[config.mk]
export PLATFORM = sky130hd
export DESIGN_NAME = pipe_hazard_ctrl_flat
export DESIGN_NICKNAME = d
export VERILOG_FILES = /design/src/rtl/pipe_hazard_ctrl_if.sv /design/src/rtl/pipe_hazard_ctrl.sv /design/src/flat_wrapper.sv
export SDC_FILE = /design/constraint.sdc
export NUM_CORES = 1
export LEC_CHECK = 0
export ABC_CLOCK_PERIOD_IN_PS = 3300
export BUFFER_PORTS_ARGS = -buffer_cell sky130_fd_sc_hd__clkbuf_2
export CORE_ASPECT_RATIO = 1.75
export CORE_UTILIZATION = 52
export DETAILED_ROUTE_END_ITERATION = 10
export PLACE_DENSITY = 0.86
export REMOVE_ABC_BUFFERS = 1
export SETUP_SLACK_MARGIN = 0.3
export SLEW_MARGIN = 0
export SYNTH_ARGS = -nofsm -noshare
export SYNTH_HDL_FRONTEND = slang
export SYNTH_SLANG_ARGS = --single-unit
[constraint.sdc]
create_clock -name clk -period 3.3 [get_ports clk]
set_input_delay 0.495 -clock clk [delete_from_list [all_inputs] [get_ports clk]]
set_output_delay 0.495 -clock clk [all_outputs]
set_load 0.005 [all_outputs]
[src/rtl/pipe_hazard_ctrl_if.sv]
// Signal bundle between the MIPS pipeline datapath and the hazard controller.
// master: pipeline side (drives stage fields, consumes control).
// slave : pipe_hazard_ctrl.
interface pipe_hazard_ctrl_if #(
    parameter int WAIT_W = 8
);
    logic [4:0]        id_rs;
    logic [4:0]        id_rt;
    logic              id_use_rs;
    logic              id_use_rt;
    logic              id_jr;
    logic              id_jump;
    logic              id_illop;
    logic [4:0]        ex_rs;
    logic [4:0]        ex_rt;
    logic [4:0]        ex_wr_addr;
    logic              ex_regwr;
    logic              ex_memrd;
    logic              ex_branch_taken;
    logic [4:0]        mem_wr_addr;
    logic              mem_regwr;
    logic              mem_memrd;
    logic [4:0]        wb_wr_addr;
    logic              wb_regwr;
    logic              irq;
    logic              kernel;

    logic              pc_write;
    logic              ifid_write;
    logic              ifid_flush;
    logic              idex_flush;
    logic [1:0]        fwd_a;
    logic [1:0]        fwd_b;
    logic [1:0]        fwd_jr;
    logic [2:0]        pc_ovr;
    logic              xp_take;
    logic [WAIT_W-1:0] irq_wait;

    modport master (
        output id_rs, id_rt, id_use_rs, id_use_rt, id_jr, id_jump, id_illop,
        output ex_rs, ex_rt, ex_wr_addr, ex_regwr, ex_memrd, ex_branch_taken,
        output mem_wr_addr, mem_regwr, mem_memrd, wb_wr_addr, wb_regwr,
        output irq, kernel,
        input  pc_write, ifid_write, ifid_flush, idex_flush,
        input  fwd_a, fwd_b, fwd_jr, pc_ovr, xp_take, irq_wait
    );

    modport slave (
        input  id_rs, id_rt, id_use_rs, id_use_rt, id_jr, id_jump, id_illop,
        input  ex_rs, ex_rt, ex_wr_addr, ex_regwr, ex_memrd, ex_branch_taken,
        input  mem_wr_addr, mem_regwr, mem_memrd, wb_wr_addr, wb_regwr,
        input  irq, kernel,
        output pc_write, ifid_write, ifid_flush, idex_flush,
        output fwd_a, fwd_b, fwd_jr, pc_ovr, xp_take, irq_wait
    );
endinterface

[src/rtl/pipe_hazard_ctrl.sv]
// Hazard, forwarding and exception/interrupt sequencer for the 5-stage MIPS pipeline.
//
// state | meaning
// ------+--------------------------------------------------------------
// IDLE  | no interrupt outstanding, user code running
// PEND  | IRQ latched, waiting for a safe cycle to redirect to ILLOP
// KERN  | kernel handler running; wait for PC[31] to fall (jr $26)
module pipe_hazard_ctrl #(
    parameter int WAIT_W = 8
) (
    input  logic              clk,
    input  logic              reset,
    pipe_hazard_ctrl_if.slave hz
);

    typedef enum logic [1:0] {
        IDLE = 2'd0,
        PEND = 2'd1,
        KERN = 2'd2
    } state_t;

    localparam logic [2:0] OVR_NONE = 3'd0;
    localparam logic [2:0] OVR_IRQ  = 3'd4;
    localparam logic [2:0] OVR_EXC  = 3'd5;

    state_t            state;
    logic [WAIT_W-1:0] wait_cnt;
    logic [WAIT_W-1:0] wait_next;
    logic [WAIT_W-1:0] irq_wait_q;

    logic load_use;
    logic jr_stall;
    logic stall;
    logic br_flush;
    logic exc;
    logic take;

    // $0 is hardwired, so a match on it is never a real dependency
    function automatic logic reg_hit(input logic [4:0] a, input logic [4:0] b);
        return (a != 5'd0) && (a == b);
    endfunction

    // youngest in-flight producer wins: MEM before WB
    function automatic logic [1:0] fwd_sel(input logic [4:0] src,
                                           input logic       m_we, input logic [4:0] m_wa,
                                           input logic       w_we, input logic [4:0] w_wa);
        if (m_we && reg_hit(src, m_wa))
            return 2'd1;
        else if (w_we && reg_hit(src, w_wa))
            return 2'd2;
        else
            return 2'd0;
    endfunction

    // hazard detection and event qualification
    always_comb begin
        load_use = hz.ex_memrd &&
                   ((hz.id_use_rs && reg_hit(hz.id_rs, hz.ex_wr_addr)) ||
                    (hz.id_use_rt && reg_hit(hz.id_rt, hz.ex_wr_addr)));
        // jr reads rs in ID: an EX producer or a MEM load cannot be forwarded in time
        jr_stall = hz.id_jr &&
                   ((hz.ex_regwr && reg_hit(hz.id_rs, hz.ex_wr_addr)) ||
                    (hz.mem_memrd && reg_hit(hz.id_rs, hz.mem_wr_addr)));
        stall    = load_use || jr_stall;
        br_flush = hz.ex_branch_taken;
        // a squashed ID instruction can neither fault nor be interrupted
        exc      = hz.id_illop && !hz.kernel && !br_flush;
        take     = (state == PEND) && !hz.kernel && !stall && !br_flush && !exc && !hz.id_jump;
    end

    assign wait_next = (wait_cnt == {WAIT_W{1'b1}}) ? wait_cnt : wait_cnt + WAIT_W'(1);

    // prioritised pipeline control: branch > exception > irq take > stall > jump
    always_comb begin
        hz.pc_write   = 1'b1;
        hz.ifid_write = 1'b1;
        hz.ifid_flush = 1'b0;
        hz.idex_flush = 1'b0;
        hz.pc_ovr     = OVR_NONE;
        hz.xp_take    = 1'b0;
        hz.fwd_a      = fwd_sel(hz.ex_rs, hz.mem_regwr, hz.mem_wr_addr, hz.wb_regwr, hz.wb_wr_addr);
        hz.fwd_b      = fwd_sel(hz.ex_rt, hz.mem_regwr, hz.mem_wr_addr, hz.wb_regwr, hz.wb_wr_addr);
        hz.fwd_jr     = jr_stall ? 2'd0
                                 : fwd_sel(hz.id_rs, hz.mem_regwr, hz.mem_wr_addr,
                                           hz.wb_regwr, hz.wb_wr_addr);
        if (br_flush) begin
            hz.ifid_flush = 1'b1;
            hz.idex_flush = 1'b1;
        end else if (exc) begin
            hz.pc_ovr     = OVR_EXC;
            hz.xp_take    = 1'b1;
            hz.ifid_flush = 1'b1;
        end else if (take) begin
            hz.pc_ovr     = OVR_IRQ;
            hz.xp_take    = 1'b1;
            hz.ifid_flush = 1'b1;
        end else if (stall) begin
            hz.pc_write   = 1'b0;
            hz.ifid_write = 1'b0;
            hz.idex_flush = 1'b1;
        end else if (hz.id_jump) begin
            hz.ifid_flush = 1'b1;
        end
    end

    // interrupt sequencer with saturating pending-time counter
    always_ff @(posedge clk or negedge reset) begin
        if (!reset) begin
            state      <= IDLE;
            wait_cnt   <= '0;
            irq_wait_q <= '0;
        end else begin
            case (state)
                IDLE: begin
                    if (hz.irq && !hz.kernel) begin
                        state    <= PEND;
                        wait_cnt <= '0;
                    end
                end
                PEND: begin
                    wait_cnt <= wait_next;
                    if (take) begin
                        irq_wait_q <= wait_next;
                        state      <= KERN;
                    end else if (exc || hz.kernel) begin
                        // an exception got into the kernel first; the IRQ is serviced later
                        state <= KERN;
                    end
                end
                KERN: begin
                    if (!hz.kernel)
                        state <= IDLE;
                end
                default: state <= IDLE;
            endcase
        end
    end

    assign hz.irq_wait = irq_wait_q;

endmodule

[src/flat_wrapper.sv]
// flat-port wrapper written by rule: the top's interface ports become plain ports
module pipe_hazard_ctrl_flat 
#(
    parameter int WAIT_W = 8
)
  (clk, reset, hz_id_rs, hz_id_rt, hz_id_use_rs, hz_id_use_rt, hz_id_jr, hz_id_jump, hz_id_illop, hz_ex_rs, hz_ex_rt, hz_ex_wr_addr, hz_ex_regwr, hz_ex_memrd, hz_ex_branch_taken, hz_mem_wr_addr, hz_mem_regwr, hz_mem_memrd, hz_wb_wr_addr, hz_wb_regwr, hz_irq, hz_kernel, hz_pc_write, hz_ifid_write, hz_ifid_flush, hz_idex_flush, hz_fwd_a, hz_fwd_b, hz_fwd_jr, hz_pc_ovr, hz_xp_take, hz_irq_wait);
  pipe_hazard_ctrl_if #(.WAIT_W(WAIT_W)) hz_i ();
  input  logic clk;
  input  logic reset;
  input wire logic [$bits(hz_i.id_rs)-1:0] hz_id_rs;
  input wire logic [$bits(hz_i.id_rt)-1:0] hz_id_rt;
  input wire logic [$bits(hz_i.id_use_rs)-1:0] hz_id_use_rs;
  input wire logic [$bits(hz_i.id_use_rt)-1:0] hz_id_use_rt;
  input wire logic [$bits(hz_i.id_jr)-1:0] hz_id_jr;
  input wire logic [$bits(hz_i.id_jump)-1:0] hz_id_jump;
  input wire logic [$bits(hz_i.id_illop)-1:0] hz_id_illop;
  input wire logic [$bits(hz_i.ex_rs)-1:0] hz_ex_rs;
  input wire logic [$bits(hz_i.ex_rt)-1:0] hz_ex_rt;
  input wire logic [$bits(hz_i.ex_wr_addr)-1:0] hz_ex_wr_addr;
  input wire logic [$bits(hz_i.ex_regwr)-1:0] hz_ex_regwr;
  input wire logic [$bits(hz_i.ex_memrd)-1:0] hz_ex_memrd;
  input wire logic [$bits(hz_i.ex_branch_taken)-1:0] hz_ex_branch_taken;
  input wire logic [$bits(hz_i.mem_wr_addr)-1:0] hz_mem_wr_addr;
  input wire logic [$bits(hz_i.mem_regwr)-1:0] hz_mem_regwr;
  input wire logic [$bits(hz_i.mem_memrd)-1:0] hz_mem_memrd;
  input wire logic [$bits(hz_i.wb_wr_addr)-1:0] hz_wb_wr_addr;
  input wire logic [$bits(hz_i.wb_regwr)-1:0] hz_wb_regwr;
  input wire logic [$bits(hz_i.irq)-1:0] hz_irq;
  input wire logic [$bits(hz_i.kernel)-1:0] hz_kernel;
  output wire logic [$bits(hz_i.pc_write)-1:0] hz_pc_write;
  output wire logic [$bits(hz_i.ifid_write)-1:0] hz_ifid_write;
  output wire logic [$bits(hz_i.ifid_flush)-1:0] hz_ifid_flush;
  output wire logic [$bits(hz_i.idex_flush)-1:0] hz_idex_flush;
  output wire logic [$bits(hz_i.fwd_a)-1:0] hz_fwd_a;
  output wire logic [$bits(hz_i.fwd_b)-1:0] hz_fwd_b;
  output wire logic [$bits(hz_i.fwd_jr)-1:0] hz_fwd_jr;
  output wire logic [$bits(hz_i.pc_ovr)-1:0] hz_pc_ovr;
  output wire logic [$bits(hz_i.xp_take)-1:0] hz_xp_take;
  output wire logic [$bits(hz_i.irq_wait)-1:0] hz_irq_wait;
  assign hz_i.id_rs = hz_id_rs;
  assign hz_i.id_rt = hz_id_rt;
  assign hz_i.id_use_rs = hz_id_use_rs;
  assign hz_i.id_use_rt = hz_id_use_rt;
  assign hz_i.id_jr = hz_id_jr;
  assign hz_i.id_jump = hz_id_jump;
  assign hz_i.id_illop = hz_id_illop;
  assign hz_i.ex_rs = hz_ex_rs;
  assign hz_i.ex_rt = hz_ex_rt;
  assign hz_i.ex_wr_addr = hz_ex_wr_addr;
  assign hz_i.ex_regwr = hz_ex_regwr;
  assign hz_i.ex_memrd = hz_ex_memrd;
  assign hz_i.ex_branch_taken = hz_ex_branch_taken;
  assign hz_i.mem_wr_addr = hz_mem_wr_addr;
  assign hz_i.mem_regwr = hz_mem_regwr;
  assign hz_i.mem_memrd = hz_mem_memrd;
  assign hz_i.wb_wr_addr = hz_wb_wr_addr;
  assign hz_i.wb_regwr = hz_wb_regwr;
  assign hz_i.irq = hz_irq;
  assign hz_i.kernel = hz_kernel;
  assign hz_pc_write = hz_i.pc_write;
  assign hz_ifid_write = hz_i.ifid_write;
  assign hz_ifid_flush = hz_i.ifid_flush;
  assign hz_idex_flush = hz_i.idex_flush;
  assign hz_fwd_a = hz_i.fwd_a;
  assign hz_fwd_b = hz_i.fwd_b;
  assign hz_fwd_jr = hz_i.fwd_jr;
  assign hz_pc_ovr = hz_i.pc_ovr;
  assign hz_xp_take = hz_i.xp_take;
  assign hz_irq_wait = hz_i.irq_wait;
  pipe_hazard_ctrl #(.WAIT_W(WAIT_W)) u_core (.clk(clk), .reset(reset), .hz(hz_i));
endmodule
Yosys cells after proc, flatten, opt, wreduce, memory -nomap -nowiden
Index checks and enable logic that the tools add are counted.
{"block": "classes", "add_sub_neg": 1, "eq_ne": 14, "muxes": 34, "reduce_logical": 46}
{"operator": "$eq 5x5->1", "count": 8}
{"operator": "$logic_and 1x1->1", "count": 28}
{"operator": "$mux 2", "count": 11}
{"operator": "$reduce_bool 5->1", "count": 4}
{"operator": "$mux 1", "count": 16}
{"operator": "$mux 8", "count": 2}
{"operator": "$pmux 8 s2", "count": 1}
{"operator": "$mux 3", "count": 3}
{"operator": "$add 8x1->8 const B", "count": 1}
{"operator": "$eq 8x8->1 const B", "count": 1}
{"operator": "$pmux 2 s3", "count": 1}
{"operator": "$logic_not 1->1", "count": 5}
{"operator": "$logic_or 1x1->1", "count": 4}
{"operator": "$reduce_and 2->1", "count": 2}
{"operator": "$ne 3x2->1 const B", "count": 1}
{"operator": "$reduce_and 3->1", "count": 1}
{"operator": "$eq 2x1->1 const B", "count": 1}
{"operator": "$eq 2x2->1 const B", "count": 1}
{"operator": "$logic_not 2->1", "count": 1}
{"operator": "$ne 2x1->1 const B", "count": 1}
{"operator": "$ne 2x2->1 const B", "count": 1}
{"operator": "$reduce_bool 2->1", "count": 1}
{"block": "totals", "register_bits": 18, "inputBits": 50, "output_inout_bits": 22, "word_cells": 98}

Depth between registers and ports, before layout
Gate-level depths: netlist of the first run.
{"block": "depth", "depth_word": 14, "mapped_depth": 8, "mapped_depth_nobuf": 7}

Worst setup path after synthesis of the first run
Ideal clock, no wire load.
{"block": "synth_timing", "path_kind": "input to output", "from": "input port hz_id_rs[1]", "to": "output port hz_pc_write", "t_arrival_ns": 1.755, "required_time_ns": 2.805, "slack_ns": 1.050, "path_stages": 7, "n_path_buf": 1, "path_cell_list": "xor2_1 -> nor3_1 -> nand2_1 -> o32ai_4 -> nor2_1 -> or3_1 -> buf_4"}
{"block": "synth_via", "elab_chain_len": 14, "word_cells_on_any_way": 22, "classes_between": "eq/ne (2); mux (4); reduce/logical (16)"}
{"item": "start: declaration", "line_no": "flat_wrapper.sv:10", "rtl": "input wire logic [$bits(hz_i.id_rs)-1:0] hz_id_rs;"}
{"item": "$eq 5x5->1 / $reduce_bool 5->1 (equally long branches)", "line_no": "pipe_hazard_ctrl.sv:40", "rtl": "return (a != 5'd0) && (a == b);"}
{"item": "$logic_and 1x1->1", "line_no": "pipe_hazard_ctrl.sv:40"}
{"item": "$logic_and 1x1->1 (on tied branches)", "line_no": "pipe_hazard_ctrl.sv:58, pipe_hazard_ctrl.sv:62, pipe_hazard_ctrl.sv:63"}
{"item": "$logic_or 1x1->1 (on tied branches)", "line_no": "pipe_hazard_ctrl.sv:58, pipe_hazard_ctrl.sv:62"}
{"item": "$logic_and 1x1->1 (on tied branches)", "line_no": "pipe_hazard_ctrl.sv:57, pipe_hazard_ctrl.sv:61"}
{"item": "$logic_or 1x1->1 *", "line_no": "pipe_hazard_ctrl.sv:64", "rtl": "stall = load_use || jr_stall;"}
{"item": "$logic_not 1->1", "line_no": "pipe_hazard_ctrl.sv:68", "rtl": "take = (state == PEND) && !hz.kernel && !stall && !br_flush && !exc && !hz.id_jump;"}
{"item": "$logic_and 1x1->1 (4 in series)", "line_no": "pipe_hazard_ctrl.sv:68"}
{"item": "$mux 1 * (3 in series)"}
{"item": "end: declaration", "line_no": "flat_wrapper.sv:30", "rtl": "output wire logic [$bits(hz_i.pc_write)-1:0] hz_pc_write;"}
Mark *: on every way between the ends. The rest lies on a longest branch, timed or not.

Final worst setup path of the first run
{"block": "layout_timing", "from": "register u_core.state[0]", "to": "output port hz_ifid_flush"}
{"block": "layout_via", "elab_chain_len": 9}
{"item": "start: declaration", "line_no": "pipe_hazard_ctrl.sv:26", "rtl": "state_t state;"}
{"item": "start signal: assignment", "line_no": "pipe_hazard_ctrl.sv:109", "rtl": "state <= IDLE;"}
{"item": "start signal: assignment", "line_no": "pipe_hazard_ctrl.sv:116", "rtl": "state <= PEND;"}
{"item": "start signal: assignment", "line_no": "pipe_hazard_ctrl.sv:124", "rtl": "state <= KERN;"}
{"item": "$eq 2x1->1", "line_no": "pipe_hazard_ctrl.sv:68"}
{"item": "$logic_and 1x1->1 (5 in series)", "line_no": "pipe_hazard_ctrl.sv:68"}
{"item": "$mux 1", "line_no": "pipe_hazard_ctrl.sv:93", "rtl": "end else if (take) begin"}
{"item": "$mux 1", "line_no": "pipe_hazard_ctrl.sv:89", "rtl": "end else if (exc) begin"}
{"item": "$mux 1", "line_no": "pipe_hazard_ctrl.sv:86", "rtl": "if (br_flush) begin"}
{"item": "end: declaration", "line_no": "flat_wrapper.sv:32", "rtl": "output wire logic [$bits(hz_i.ifid_flush)-1:0] hz_ifid_flush;"}
Every way passes these cells.

==> metrics list, run 1 <==
* Run status: completed
* Maximum number of pins on one net before global-route repair: 19
- IO Port Bufs: 70
* Antenna violation net count after detailed routing: 0
* Placer's final routability congestion estimate: roughly 0.83
- Launch instance of the worst register-to-register path: u_core.state[0]
- The via count of the first global-routing pass was between 1.5k and 2k.
* Ports placed on the boundary: 72
- Among all flip-flop cells after synthesis, the most frequent one is dfrtp_1.
* Most common cell after layout, fill and taps aside: clkbuf_2
- From synthesis to final layout, the design area changed by 23.8%.
* Die Span Y: between 70 and 80 µm
- After routing, the total negative slack on setup checks comes to 0 ns.
* Pleak: roughly 0.97 nW
* Top cells by area, synth: dfrtp_1, xnor2_1, xor2_1
- After detailed placement, the total cell area comes to ~2000 µm².
- Buffers inserted by post-CTS timing repair: 0
- TritonCTS created 3 clock buffers.
- After synthesis, the mean cell area works out to between 9 and 10 µm².
- Worst hold margin: 0.172 ns
* Hold Path Class: in2async
- The post-route netlist has a little over a third of its cells at a drive strength greater than 1.
* Vias/cell: about 5.5
* Highest-delay cell along the critical path: dfrtp_1
* Leading area contributor after synthesis: dfrtp_1
* Number of inserted filler cells in the final layout: 287
- The floorplan step defined a die boundary enclosing between 3000 and 4000 µm².
- Measured in cells, the most critical reg-to-reg path has a length of 6.
- Width of the die: around 45 µm
- Worst VDD drop: around 0.18 mV
- Number of antenna violations at the first check in global routing: 0
* Relative slew margins: between 50% and 60%
- The synthesized netlist occupies a cell area of between 1500 and 2000 µm².
* Number of sinks driven by the clock tree: 18
- For this run, the detailed router's first-pass iteration total came to 4.
* Seq/Total Area, Yosys: about a quarter
* TritonCTS clock tree: built
* Fin worst setup slack: ~0.72 ns
- Total length of routed wires: between 4 and 5 mm
- Final net count: around 300
- The detailed router placed between 1.5k and 2k vias in this run.
- The number of antenna diodes in the final layout is 0.
- The worst setup path is captured at a primary output.
- Walking the worst path, the cells encountered are and2b_1, nand2b_4, nor4_4, o211ai_2, o21bai_2, a211o_1, clkbuf_2.
* Level count of the clock H-tree: 1
- Insertion delay of the later-clocked pin in the worst-skew pair: 0.26 ns
- Global-route wire length before repair: ~6.8 mm
- The root buffer cell chosen for the clock tree is clkbuf_8.
* Number of maximum-capacitance constraint violations: 0
* Worst slack at placement: between 0.7 and 0.8 ns
- The worst setup path is of the reg2out kind.
- The final count of hold timing violations is 0.
- For this run, design rule violations remaining after detail routing come to 0.
- Counting flops and latches in the post-synthesis netlist gives 18.
- RSZ-0062 raised after global routing: false
* Effective utilization at floorplan: between 50% and 60%
- WP data arrival: ~2.1 ns
* P per Cell Area: between 300 and 400 nW/µm²
- For this run, the top clock speed supported by timing is roughly 390 MHz.
* Cells after synthesis: 183
- The floorplan has 27 rows.
* Largest incremental delay on the critical path: about 0.49 ns
- In this run, synthesis inferred 0 flip-flops with an integrated enable.
* Clock Skews: 0.00100 ns
- The worst setup path is launched from a flip-flop.
- Across the whole layout, storage elements account for around 450 µm².
* Setup Viol. Count Final: 0
- In the final routed layout, each cell accounts on average for 14.1 µm.
* Least-Margin Pin Slew: ~0.66 ns
- After routing the design area is about 2100 µm².
- All-Layer GR Usage: about a quarter
- Clock period minus final worst setup slack: about 2.6 ns
- Most frequent cells in the layout: clkbuf_2, xnor2_1, nand2_1, dfrtp_1, xor2_1
* Max clock buf depth: 2
- The setup check on the worst reg-to-reg path leaves a slack of about 1.2 ns.
* Count of yosys warnings during synthesis: 0
* Total of hold buffers inserted after clock tree synthesis: 0
- Of the available clock period, the critical path in the final layout requires about 78%.
- Share of the synthesized area in the top cell type: between 20% and 30%
* Area of the multi-input gates: between 1000 and 1500 µm²
* Distinct cell type count after synthesis: 47
- The finished layout holds between 200 and 300 standard cells, fillers aside.
* HPWL after detailed placement: about 3.5 mm
- Counting both buffers and inverters, the worst setup path holds a total of 1.
* Worst path top cell family by delay: simple AND/OR/NAND/NOR gates
* PostCTS Resize Cnt: 0
- The total area inside the core boundary comes to between 3000 and 4000 µm².
- Final Max Slew Viols: 0
- Clk pin slew, worst setup/hold paths: roughly 0.06 ns
- Data on the critical path is required at its endpoint by ~2.8 ns.
- End of the worst register-to-register path: u_core.hz.irq_wait[6]
- The first routing iteration left 22 violations.
* Count of placed standard cells including taps: between 200 and 300
* Proportion of synthesized flip-flops having asynchronous set or reset: 100%
* Top fanout value on the critical path: 10
- For this run the aggregate overflow at the end of global routing stands at 0.
## synthesized netlist by cell type (all sizes together), types with 5 or more instances
library cell and count:
dfrtp 18, mux2 7, buf 5, nand4 8, xor2 13, nand2 19
nor4 8, nor3 5, xnor2 31, o21ai 6, nor2 8, a21oi 9
and3 6
## layout make-up
class / instances / area share [%]
tap: 43 / 2.58
timing repair buffer: 70 / 16.8
inverter: 4 / 0.720
clock buffer: 3 / 1.98
sequential: 18 / 21.6
multi-input combinational: 155 / 56.3
## logic make-up (layout without fill, tap and decap cells)
logic type | count (synthesis) | count (layout) | share of synthesized area, %
AND/OR/NAND/NOR | 70 | 70 | 25.4
XOR/XNOR | 44 | 44 | 22.9
AO/OA/AOI/OAI | 32 | 32 | 14.3
flip-flops | 18 | 18 | 26.7
buffers and inverters | 10 | 77 | 3.56
multiplexers | 7 | 7 | 6.24
adder cells (fa/ha/maj) | 1 | 1 | 0.742
other | 1 | 1 | 0.223
## sequential cells by signal (all words and copies together), names as in the netlist
register            flops
u_core.state            2
u_core.wait_cnt         8
u_core.hz.irq_wait      8
## worst max path at each step
stage,startpoint,to,slack [ns],depth (start not counted)
after global routing,u_core.state[0],hz_ifid_flush,0.55,7
after global placement,hz_id_rs[3],hz_ifid_write,0.83,8
after floorplan,hz_ex_branch_taken,hz_ifid_flush,1.12,5
after CTS,u_core.state[0],hz_ifid_flush,0.74,7
final,u_core.state[0],hz_ifid_flush,0.72,7
after detailed placement,hz_id_rs[4],hz_ifid_flush,0.79,8
## metal layers
layer	track usage (%)	share of wire (%)	wire length, µm	vias to the layer above
met4	12.1	2.9	119	0
met2	48.8	56	2300	68
met1	25.6	36	1490	739
met3	4.24	5.4	222	11
li1	-	-	-	793
met5	0	0	0	-
## per-stage QoR
| stage | power, mW | util (%) |
|---|---|---|
| 2_1_floorplan | 0.463 | - |
| 3_3_place_gp | 0.568 | 65.8 |
| 3_5_place_dp | 0.578 | 65.8 |
| 4_1_cts | 0.729 | 67.1 |
| 5_1_grt | 0.776 | 67.1 |
| 6_report | 0.726 | 67.1 |
## power by group
group          total (mW)  internal (mW)  switching, mW
logic               0.277          0.147          0.130
registers           0.298          0.262         0.0358
clock network       0.152         0.0813         0.0707
## worst register-to-register path, cell delays in order (launching register included)
cell,delay (ns)
dfrtp_1,0.49
and2b_1,0.40
nand2b_4,0.10
nor4_4,0.15
o211ai_2,0.19
nor2_4,0.30
mux2_4,0.33
No activity file was read; power rests on OpenSTA's default activity.
==> inputs of run 2 (changes only) <==
ABC_AREA = 1   (was not set)
ABC_CLOCK_PERIOD_IN_PS = 2200   (was 3300)
CORE_UTILIZATION = 43   (was 52)
PLACE_DENSITY = 0.76   (was 0.86)
clock period = 2.2 ns   (was 3.3 ns; I/O delays follow)
==> run 2 against run 1 <==
Effect of this change: the flow now finishes with violations (hold timing); first-iteration DRC count increased by 14%; die area increased by 20%; count of clock-buffer cells in the layout increased by 1; synthesized area decreased by 0.45%; cell area increased by 2.6%; setup slack got worse by 0.30 ns; largest cell class unchanged.
==> metrics list, run 2 <==
- The tightest min-delay check is of the in2async type.
* Max clock buf depth: 2
* Level count of the clock H-tree: 1
- Setup TNS Final: 0 ns
- Seq/Total Area, Yosys: 26.8%
- Leading area contributor after synthesis: dfrtp_1
- The library cell used most frequently in the layout, excluding fill and tap cells, is clkbuf_2.
* Insertion delay of the later-clocked pin in the worst-skew pair: roughly 0.26 ns
* Number of inserted filler cells in the final layout: around 360
* Top fanout value on the critical path: 5
- Of the total power, registers draw between 30% and 40%.
* All-Layer GR Usage: between 20% and 30%
- In the synthesized netlist the async set-or-reset flop fraction comes to between 90% and 100%.
* Number of global-route vias before repair: ~1.7k
- After clock tree synthesis, the clock-pin slew on the worst setup and hold paths is roughly 0.070 ns.
- Antenna diode count: 0
* DRC viols: 0
- Worst endpoint required time: 1.87 ns
* Layout cell share with drive strength beyond 1: between 30% and 40%
* Synth Area per Inst: slightly above 7 µm²
- Top cells by area, synth: dfrtp_1, nand2_1, xnor2_1
- The tool flagged a number of max-cap violations equal to 0.
- The die is 84.6 µm tall.
* Launch instance of the worst register-to-register path: u_core.wait_cnt[1]
- Summed over all layers, the global routing overflow is 0.
* Width of the die: slightly below 50 µm
- Die area: ~4200 µm²
* Net switching power: around 0.42 mW
* Category of the worst setup path launch point: primary input
- The tree is rooted in a clkbuf_8.
- In this run the tool buffered the top-level ports with 70 buffer cells.
- In the layout the commonest cells are clkbuf_2, nand2_1, inv_1.
- Core Area: between 3000 and 4000 µm²
- Clock period minus final worst setup slack: ~1.8 ns
* CP Capture Type: primary output
- Worst VDD drop: about 0.35 mV
- By startpoint and endpoint, the worst setup path is classified as in2out.
- In the final routed layout, each cell accounts on average for between 10 and 15 µm.
- Achievable Freq: roughly 560 MHz
- Primary flip-flop cell chosen by synthesis mapping: dfrtp_1
- The cell count after synthesis came out at ~240.
- Switching part of the total power: 36.0%
* Final Max Slew Viols: 0
* HPWL after detailed placement: 3.47 mm
- Pint: about 0.75 mW
- Yosys mapped a number of flops with a built-in enable equal to 0.
- Wires add up to ~4.1 mm.
- Routability-driven placement finished with a final weighted congestion of around 0.83.
- Drt first-iter violations: 25
- The final count of hold timing violations came to 5.
- Run status: finished, violations left
- The final reports fail on hold timing.
* Effective utilization at floorplan: between 40% and 50%
* Antenna violation net count after detailed routing: 0
* Share of total power in the clock network: 23.7%
- After the last flow step, the layout net total stands at between 300 and 400.
* TritonCTS clock tree: built
* Share of the synthesized area in the top cell type: about 27%
- Global-route wire length before repair: between 7 and 8 mm
- The first detailed-routing pass ran for 4 iterations.
- The number of clock buffers added by TritonCTS is 3.
* Vias/cell: around 5.0
- By instance count, the leading cell after synthesis is nand2_1.
* Maximum number of pins on one net before global-route repair: 19
* RSZ-0062 raised after global routing: false
- Cell types with the highest counts after synthesis: nand2_1, inv_1, nor2_1
- The worst register-to-register path ends at u_core.wait_cnt[1].
* Final non-filler cell area: between 2000 and 2500 µm²
- The tree built by TritonCTS fans out to 18 sinks.
- Register-to-register path setup slack: between 0.4 and 0.5 ns
- Count of yosys warnings during synthesis: 0
- The initial antenna violation count came to 0.
* Clock Skews: 0.00210 ns
- Part of the total power dissipated in combinational logic: approximately two fifths
- In this run, synthesis produced a sequential element count of 18.
- Measured on the finished design, the core utilization comes to between 50% and 60%.
- Highest-delay cell along the critical path: xnor2_1
* Distinct cell type count after synthesis: 34
* Length in cells of the worst reg-to-reg path: 10
- Across all layers, the routed design uses between 1.5k and 2k vias.
- P per Cell Area: around 550 nW/µm²
- Worst hold margin: -0.00232 ns
- From synthesis to final layout, the design area changed by 27.5%.
- Share of the clock period used by the worst path: 81.0%
- Cell Rows: 29
* Ports placed on the boundary: 72
- STA puts the critical path data arrival time at roughly 1.5 ns.
- Setup violations remaining at the end of the flow were counted as 0.
- The mapped netlist covers about 1700 µm².
- For this run, the slowest stage of the critical path takes between 0.15 and 0.2 ns.
* Pleak: approximately 1.2 nW
- The signal on the critical path passes through clkbuf_2, xnor2_1, nand2_1, nor2_2, nand3_2, nand2_1, nand2_2, a21oi_4, or2_1, clkbuf_2.
* Post-detailed-placement cell area: ~2000 µm²
run 2: changes by cell type in the layout (fill, tap and decap cells not counted), sizes merged, moves of 7 or more:
cell / before / now
nand3: 3 / 23
xnor2: 31 / 16
nor2: 8 / 24
inv: 4 / 36
o21ai: 6 / 18
nand2: 19 / 49
mux2: 7 / 0
o22ai: 1 / 8
run 2: routing by layer:
layer | GRT usage (%) | wire, µm | part of all wire, %
met5 | 0 | 0 | 0
met2 | 42.7 | 2350 | 57
met3 | 2.36 | 150 | 3.7
met1 | 20.0 | 1490 | 36
met4 | 11.0 | 112 | 2.7
run 2: critical path, delay by kind of cell:
kind                      cells  cell delay [ns]
xor gates and xnor gates      1             0.16
and+or+nand+nor               6             0.57
buffers and inverters         2             0.24
AOI/OAI and AO/OA             1             0.16
run 2: kinds of logic (layout without fill, tap and decap cells):
group,after synthesis,in the layout,share of synthesized area [%]
other cells,1,1,0.223
simple gates,112,112,33.9
buf+inv,41,113,10.8
xor+xnor,25,25,13.0
compound gates,37,37,14.5
flops,18,18,26.8
fa+ha+maj,1,1,0.746
run 2: how the worst max path moves through the flow:
stage | start | endpoint | cells past startpoint
after floorplan | u_core.state[1] | hz_pc_ovr[2] | 5
after global placement | hz_id_rs[4] | hz_idex_flush | 12
after detailed placement | hz_id_rs[4] | hz_idex_flush | 12
after CTS | u_core.state[1] | hz_xp_take | 6
after global routing | u_core.wait_cnt[1] | u_core.wait_cnt[1] | 10
final | hz_id_rs[1] | hz_idex_flush | 10
run 2: what timing repair did:
action,4_1_cts,5_1_grt
endpoints found under the setup margin,0,9
resized for setup,0,6
buffers inserted,0,2
hold buffers,0,0
run 2: power by group through the flow:
stage          Clock, mW  Sequential (mW)  Combinational (mW)
6_report           0.280            0.450               0.449
2_1_floorplan          0            0.447               0.252
5_1_grt            0.294            0.460               0.518
3_5_place_dp           0            0.451               0.418
3_3_place_gp           0            0.450               0.409
4_1_cts            0.282            0.448               0.419
run 2: cell type report:
| cell class | count | area [µm²] | area share [%] |
|---|---|---|---|
| multi-input cells | 176 | 1070 | 49.9 |
| repair buffers | 73 | 373 | 17.4 |
| inverters | 36 | 135 | 6.32 |
| flip-flops and latches | 18 | 452 | 21.1 |
| clock buffers | 4 | 55.1 | 2.57 |
| well taps | 46 | 57.6 | 2.69 |
run 2: metrics by stage:
| step | instances | total power [mW] | setup WS (ns) | hold slack (ns) |
|---|---|---|---|---|
| after floorplan | 230 | 0.699 | 0.658 | 0.0344 |
| final | 353 | 1.18 | 0.418 | -0.00232 |
| after global routing | 353 | 1.27 | 0.291 | 0.0312 |
| after detailed placement | 347 | 0.870 | 0.375 | 0.305 |
| after global placement | 347 | 0.859 | 0.412 | 0.298 |
| after CTS | 351 | 1.15 | 0.360 | 0.0215 |
